File: src/rtl/ook_framer_if.sv
// Byte stream into the OOK framer: data_in qualified by data_valid,
// accepted when data_ready is also high at a rising clock edge.
interface ook_framer_if;
  logic [7:0] data_in;
  logic       data_valid;
  logic       data_ready;

  modport master (
    output data_in,
    output data_valid,
    input  data_ready
  );

  modport slave (
    input  data_in,
    input  data_valid,
    output data_ready
  );
endinterface

File: src/rtl/ook_framer.sv
// OOK bit framer: turns accepted bytes into a keying bit stream for the DDS.
// A burst is an alternating preamble, data bytes MSB first, then a silent gap.
// A byte offered on the last cycle of the previous byte streams on directly.
module ook_framer #(
  parameter int BIT_PERIOD   = 1000,
  parameter int PREAMBLE_LEN = 8,
  parameter int GAP_BITS     = 2
) (
  input  logic         clk,
  input  logic         rst,
  ook_framer_if.slave  bus,
  output logic         ook_data,
  output logic         busy,
  output logic         frame_done
);

  localparam int CYC_W     = (BIT_PERIOD > 1) ? $clog2(BIT_PERIOD) : 1;
  localparam int IDX_MAX_A = (PREAMBLE_LEN > 8) ? PREAMBLE_LEN : 8;
  localparam int IDX_MAX   = (GAP_BITS > IDX_MAX_A) ? GAP_BITS : IDX_MAX_A;
  // bit_idx holds 0..IDX_MAX-1, so this is the width of (max value + 1)
  localparam int IDX_W     = $clog2(IDX_MAX);

  localparam logic [CYC_W-1:0] CYC_LAST  = CYC_W'(BIT_PERIOD - 1);
  localparam logic [IDX_W-1:0] PRE_LAST  = IDX_W'(PREAMBLE_LEN - 1);
  localparam logic [IDX_W-1:0] GAP_LAST  = IDX_W'(GAP_BITS - 1);
  localparam logic [IDX_W-1:0] DATA_LAST = IDX_W'(7);

  typedef enum logic [1:0] {
    IDLE     = 2'd0,
    PREAMBLE = 2'd1,
    DATA     = 2'd2,
    GAP      = 2'd3
  } state_t;

  state_t             state_reg, state_next;
  logic [CYC_W-1:0]   cyc_reg, cyc_next;
  logic [IDX_W-1:0]   idx_reg, idx_next;   // bits remaining in phase after the current one
  logic [7:0]         shift_reg, shift_next;
  logic               ook_reg, ook_next;
  logic               busy_reg;

  logic bit_end;
  logic last_bit;
  logic ready;
  logic take;

  // Handshake: ready in IDLE, or on the very last cycle of a byte so a waiting byte streams on
  always_comb begin
    bit_end  = (cyc_reg == CYC_LAST);
    last_bit = (idx_reg == '0);
    ready    = rst && ((state_reg == IDLE) ||
                       (state_reg == DATA && last_bit && bit_end));
    take     = bus.data_valid && ready;
  end

  assign bus.data_ready = ready;

  // Next-state, counters and shift register
  always_comb begin
    state_next = state_reg;
    cyc_next   = cyc_reg;
    idx_next   = idx_reg;
    shift_next = shift_reg;

    if (state_reg != IDLE) begin
      cyc_next = bit_end ? '0 : cyc_reg + CYC_W'(1);
    end

    unique case (state_reg)
      IDLE: begin
        cyc_next = '0;
        if (take) begin
          shift_next = bus.data_in;
          if (PREAMBLE_LEN > 0) begin
            state_next = PREAMBLE;
            idx_next   = PRE_LAST;
          end else begin
            state_next = DATA;
            idx_next   = DATA_LAST;
          end
        end
      end
      PREAMBLE: begin
        if (bit_end) begin
          if (last_bit) begin
            state_next = DATA;
            idx_next   = DATA_LAST;
          end else begin
            idx_next = idx_reg - IDX_W'(1);
          end
        end
      end
      DATA: begin
        if (bit_end) begin
          if (!last_bit) begin
            idx_next   = idx_reg - IDX_W'(1);
            shift_next = {shift_reg[6:0], 1'b0};
          end else if (take) begin
            shift_next = bus.data_in;
            idx_next   = DATA_LAST;
          end else if (GAP_BITS > 0) begin
            state_next = GAP;
            idx_next   = GAP_LAST;
          end else begin
            state_next = IDLE;
            idx_next   = '0;
          end
        end
      end
      GAP: begin
        if (bit_end) begin
          if (last_bit) begin
            state_next = IDLE;
          end else begin
            idx_next = idx_reg - IDX_W'(1);
          end
        end
      end
      default: state_next = IDLE;
    endcase
  end

  // Keying bit for the next cycle; preamble bit k = PRE_LAST - idx, driven as ~k[0]
  always_comb begin
    ook_next = 1'b0;
    unique case (state_next)
      PREAMBLE: ook_next = ~(PRE_LAST[0] ^ idx_next[0]);
      DATA:     ook_next = shift_next[7];
      default:  ook_next = 1'b0;
    endcase
  end

  // End-of-burst pulse: last gap cycle, or last data cycle with no byte following when there is no gap
  always_comb begin
    frame_done = rst && bit_end && last_bit &&
                 ((state_reg == GAP) ||
                  ((GAP_BITS == 0) && (state_reg == DATA) && !take));
  end

  // State and output registers
  always_ff @(posedge clk) begin
    if (!rst) begin
      state_reg <= IDLE;
      cyc_reg   <= '0;
      idx_reg   <= '0;
      shift_reg <= '0;
      ook_reg   <= 1'b0;
      busy_reg  <= 1'b0;
    end else begin
      state_reg <= state_next;
      cyc_reg   <= cyc_next;
      idx_reg   <= idx_next;
      shift_reg <= shift_next;
      ook_reg   <= ook_next;
      busy_reg  <= (state_next != IDLE);
    end
  end

  assign ook_data = ook_reg;
  assign busy     = busy_reg;

endmodule

File: src/flat_wrapper.sv
// flat-port wrapper written by rule: the top's interface ports become plain ports
module ook_framer_flat 
#(
  parameter int BIT_PERIOD   = 1000,
  parameter int PREAMBLE_LEN = 8,
  parameter int GAP_BITS     = 2
)
  (clk, rst, ook_data, busy, frame_done, bus_data_in, bus_data_valid, bus_data_ready);
  ook_framer_if bus_i ();
  input  logic clk;
  input  logic rst;
  output logic ook_data;
  output logic busy;
  output logic frame_done;
  input wire logic [$bits(bus_i.data_in)-1:0] bus_data_in;
  input wire logic [$bits(bus_i.data_valid)-1:0] bus_data_valid;
  output wire logic [$bits(bus_i.data_ready)-1:0] bus_data_ready;
  assign bus_i.data_in = bus_data_in;
  assign bus_i.data_valid = bus_data_valid;
  assign bus_data_ready = bus_i.data_ready;
  ook_framer #(.BIT_PERIOD(BIT_PERIOD), .PREAMBLE_LEN(PREAMBLE_LEN), .GAP_BITS(GAP_BITS)) u_core (.clk(clk), .rst(rst), .bus(bus_i), .ook_data(ook_data), .busy(busy), .frame_done(frame_done));
endmodule
File: config.mk
export PLATFORM = sky130hd
export DESIGN_NAME = ook_framer_flat
export DESIGN_NICKNAME = d
export VERILOG_FILES = /design/src/rtl/ook_framer_if.sv /design/src/rtl/ook_framer.sv /design/src/flat_wrapper.sv
export SDC_FILE = /design/constraint.sdc
export NUM_CORES = 1
export LEC_CHECK = 0
export ABC_AREA = 1
export CORE_ASPECT_RATIO = 0.5
export CORE_MARGIN = 2
export CORE_UTILIZATION = 30
export DETAILED_ROUTE_END_ITERATION = 6
export PLACE_DENSITY = 0.54
export SLEW_MARGIN = 0
export SYNTH_ARGS = -nofsm -noshare
export SYNTH_HDL_FRONTEND = slang
export SYNTH_SLANG_ARGS = --single-unit
File: constraint.sdc
create_clock -name clk -period 2.7 [get_ports clk]
set_input_delay 0.54 -clock clk [delete_from_list [all_inputs] [get_ports clk]]
set_output_delay 0.54 -clock clk [all_outputs]
set_load 0.01 [all_outputs]
==> flow_summary.yaml <==
clocking:
  cts-root-buf: "clkbuf_8"
  cts.sinks: 25
  cts_setup_buffers: 0
  htreeDepth: 1
  cts_tree: "built"
  cts.clk_slew.worst_paths_ns: 0.08
  clock_path_buffers: 2
  clk_latency_ns: 0.27
  cts_buffers: 3
die:
  rows: 18
  ios: 15
  die_area_um2: 5559
  start_util_pct: 30.65
  coreArea_um2: 4842
  die_h_um: 53.73
  dieWidth_um: 103.5
timing:
  post-route-min-period_ns: 2.225
  max_clock_freq_ghz: 0.4494
  hold_viol: 0
  max_slew_margin_pct: 74.42
  holdWs_ns: 0.4543
  fin_skew_ns: 0.01076
  worst_pin_slew_ns: 0.3823
  final_max_slew_viol_count: 0
  min_period_over_period_pct: 82.42
  fin_tns_setup_ns: 0
  layout_setup_ws_ns: 0.4747
  setup_viol: 0
  rsz0062_at_grt: "false"
job:
  maxCapViolations: 0
pwr:
  sw_frac_of_total_pct: 29.46
  power_frac_seq_pct: 49.8
  powerDensity_nw_per_um2: 454.5
  peakVddDrop_uv: 228.8
  netSwitchingPower_w: 0.0002402
  leakagePower_nw: 0.7086
  comb_power_share_pct: 22.9
  intPower_w: 0.0005752
  p_total_w: 0.0008154
  p_clk_share_pct: 27.3
place:
  port_buffers: 14
  gp_congestion: 0.7974
  place_hpwl_um: 2629
  post-place-ws_ns: 0.2813
critical_path:
  worstPathRequired_ns: 2.16
  crit_fanout: 4
  crit_type: "register to output pin"
  arrival_ns: 1.69
  end_kind: "output pin"
  r2r-end: "u_core.ook_data"
  rrSetupSlack_ns: 0.56
  crit_path_start_kind: "register"
  r2r_cells: 13
  r2r_start: "u_core.cyc_reg[0]"
synth:
  ys_seq_area_share_pct: 33.73
  synth_xor_area_share_pct: 1.180
  synthSimpleGateAreaFrac_pct: 27.32
  ys_async_sr_fraction_pct: 0
  synth_area_leaders: "dfxtp_1 34%, nand2_1 8.9%, inv_1 8.3%"
  synth_mux_area_share_pct: 0
  ys_ff_latch: 25
  synth_top_area_share_pct: 33.73
  synth_area_um2: 1484
  yosys-top-cells-count: "35 x nand2_1, 33 x inv_1, 25 x dfxtp_1, 21 x nor2_1, 19 x o21ai_0"
  synth.distinct_cells: 28
  synth_top_family_by_area: "simple AND/OR/NAND/NOR gates"
  syn_nets: 232
  yosysTopAreaCell: "dfxtp_1"
  synth_flop_cell: "dfxtp_1"
  synth_edf_count: 0
  yosysWarnings: 0
  avgSynthCellArea_um2: 6.967
  netlist_instances: 213
  synth_fa_ha_area_share_pct: 6.745
  synth_compound_area_share_pct: 19.90
  synth.most_common_cell: "nand2_1"
route:
  wl_um: 3340
  drt_iter0_drc: 33
  via_per_inst: 4.685
  wire_per_inst_um: 10.95
  vias: 1429
  dr.pass1.iters: 4
  route.detailed.drc: 0
  ant_nets: 0
cells_and_area:
  n_antenna_cell: 0
  fill_cells: 507
  nNetsFinal: 255
  multi_input_area_um2: 820.8
  syn_to_final_growth_pct: 20.91
  largest_reg_flops: 10
  layout-drive-gt1-share_pct: 11.91
  seq_area_um2: 500.5
min_path:
  hold_path_startpoint: "u_core.cyc_reg[0]"
  hold_class: "register to register"
  hold_path_depth: 1
  hold_path_end: "u_core.cyc_reg[0]"
global_route:
  antenna_found_initial: 0
  grtUsageTotal_pct: 13.16
  grt_max_degree: 18
  first_global_vias: 1331
  overflow: 0
  grt_pass1_wl_um: 5713
outcome:
  outcome: "finished clean"
[kinds of logic after synthesis]
| logic type | after synthesis |
|---|---|
| simple gates | 83 |
| compound gates | 53 |
| buf+inv | 42 |
| flops | 25 |
| fa+ha+maj | 8 |
| xor+xnor | 2 |
[worst max-delay path by stage]
| stage | from | slack, ns | endpoint | cells past startpoint |
|---|---|---|---|---|
| final | u_core.cyc_reg[0] | 0.47 | bus_data_ready | 8 |
| after global routing | u_core.cyc_reg[0] | 0.31 | bus_data_ready | 8 |
| after CTS | u_core.cyc_reg[0] | 0.06 | bus_data_ready | 8 |
| after detailed placement | rst | 0.28 | u_core.ook_data | 12 |
| after global placement | rst | 0.32 | frame_done | 4 |
| after floorplan | u_core.idx_reg[0] | 0.73 | u_core.ook_data | 14 |
[cell usage in the layout, fill, tap and decap left out, types with 2 or more instances in the layout]
master and instances:
o211ai_1 7, inv_1 33, nor3_1 6, nor2_2 2
dfxtp_1 25, o21ai_0 19, buf_4 6, dlymetal6s2s_1 2
inv_2 5, nand3_1 6, o221ai_1 2, nand4_1 2
o21ai_1 5, ha_1 7, nand2_1 35, nand2_4 2
nand3_4 2, nor2_1 21, clkdlybuf4s50_1 12, nand2_2 4
a21oi_1 18, clkinv_1 2, clkbuf_8 3
[through the flow]
stage | instances | cell area (um2) | util, %
4_1_cts | 305 | 1787 | 36.90
3_3_place_gp | 301 | 1742 | 35.97
2_1_floorplan | 213 | 1484 | -
5_1_grt | 305 | 1794 | 37.05
3_5_place_dp | 301 | 1742 | 35.97
6_report | 305 | 1794 | 37.05
[power groups by stage]
stage	Clock, W	Sequential (W)	Combinational, W
after global routing	0.000248	0.000410	0.000217
after detailed placement	0	0.000415	0.000187
after floorplan	0	0.000411	0.000125
after global placement	0	0.000414	0.000182
final	0.000222	0.000406	0.000187
after CTS	0.000238	0.000406	0.000189
[per-layer routing]
layer / wire (um) / GRT usage, %
met2: 1559 / 23.66
met5: 0 / 0
met4: 21 / 1.316
met1: 1600 / 16.80
met3: 159 / 3.247
[critical path, stage by stage (launching register included)]
cell and delay (ns):
dfxtp_1 0.36, ha_1 0.19, nand2_2 0.10, nor2_4 0.13, nand3_4 0.08, nor2_2 0.14
nand2_1 0.10, a21oi_1 0.13, dlymetal6s2s_1 0.18
[area by class of cell]
type | count | share of cell area [%]
multi-input combinational | 146 | 45.75
timing repair buffer | 20 | 10.60
tap | 70 | 4.881
inverter | 40 | 8.368
sequential | 25 | 27.89
clock buffer | 4 | 2.510
[what timing repair did]
action / 4_1_cts / 5_1_grt
setup endpoints to repair: 0 / 2
gates resized for setup: 0 / 3
hold buffers: 0 / 0
Power figures use the tool's default switching activity.
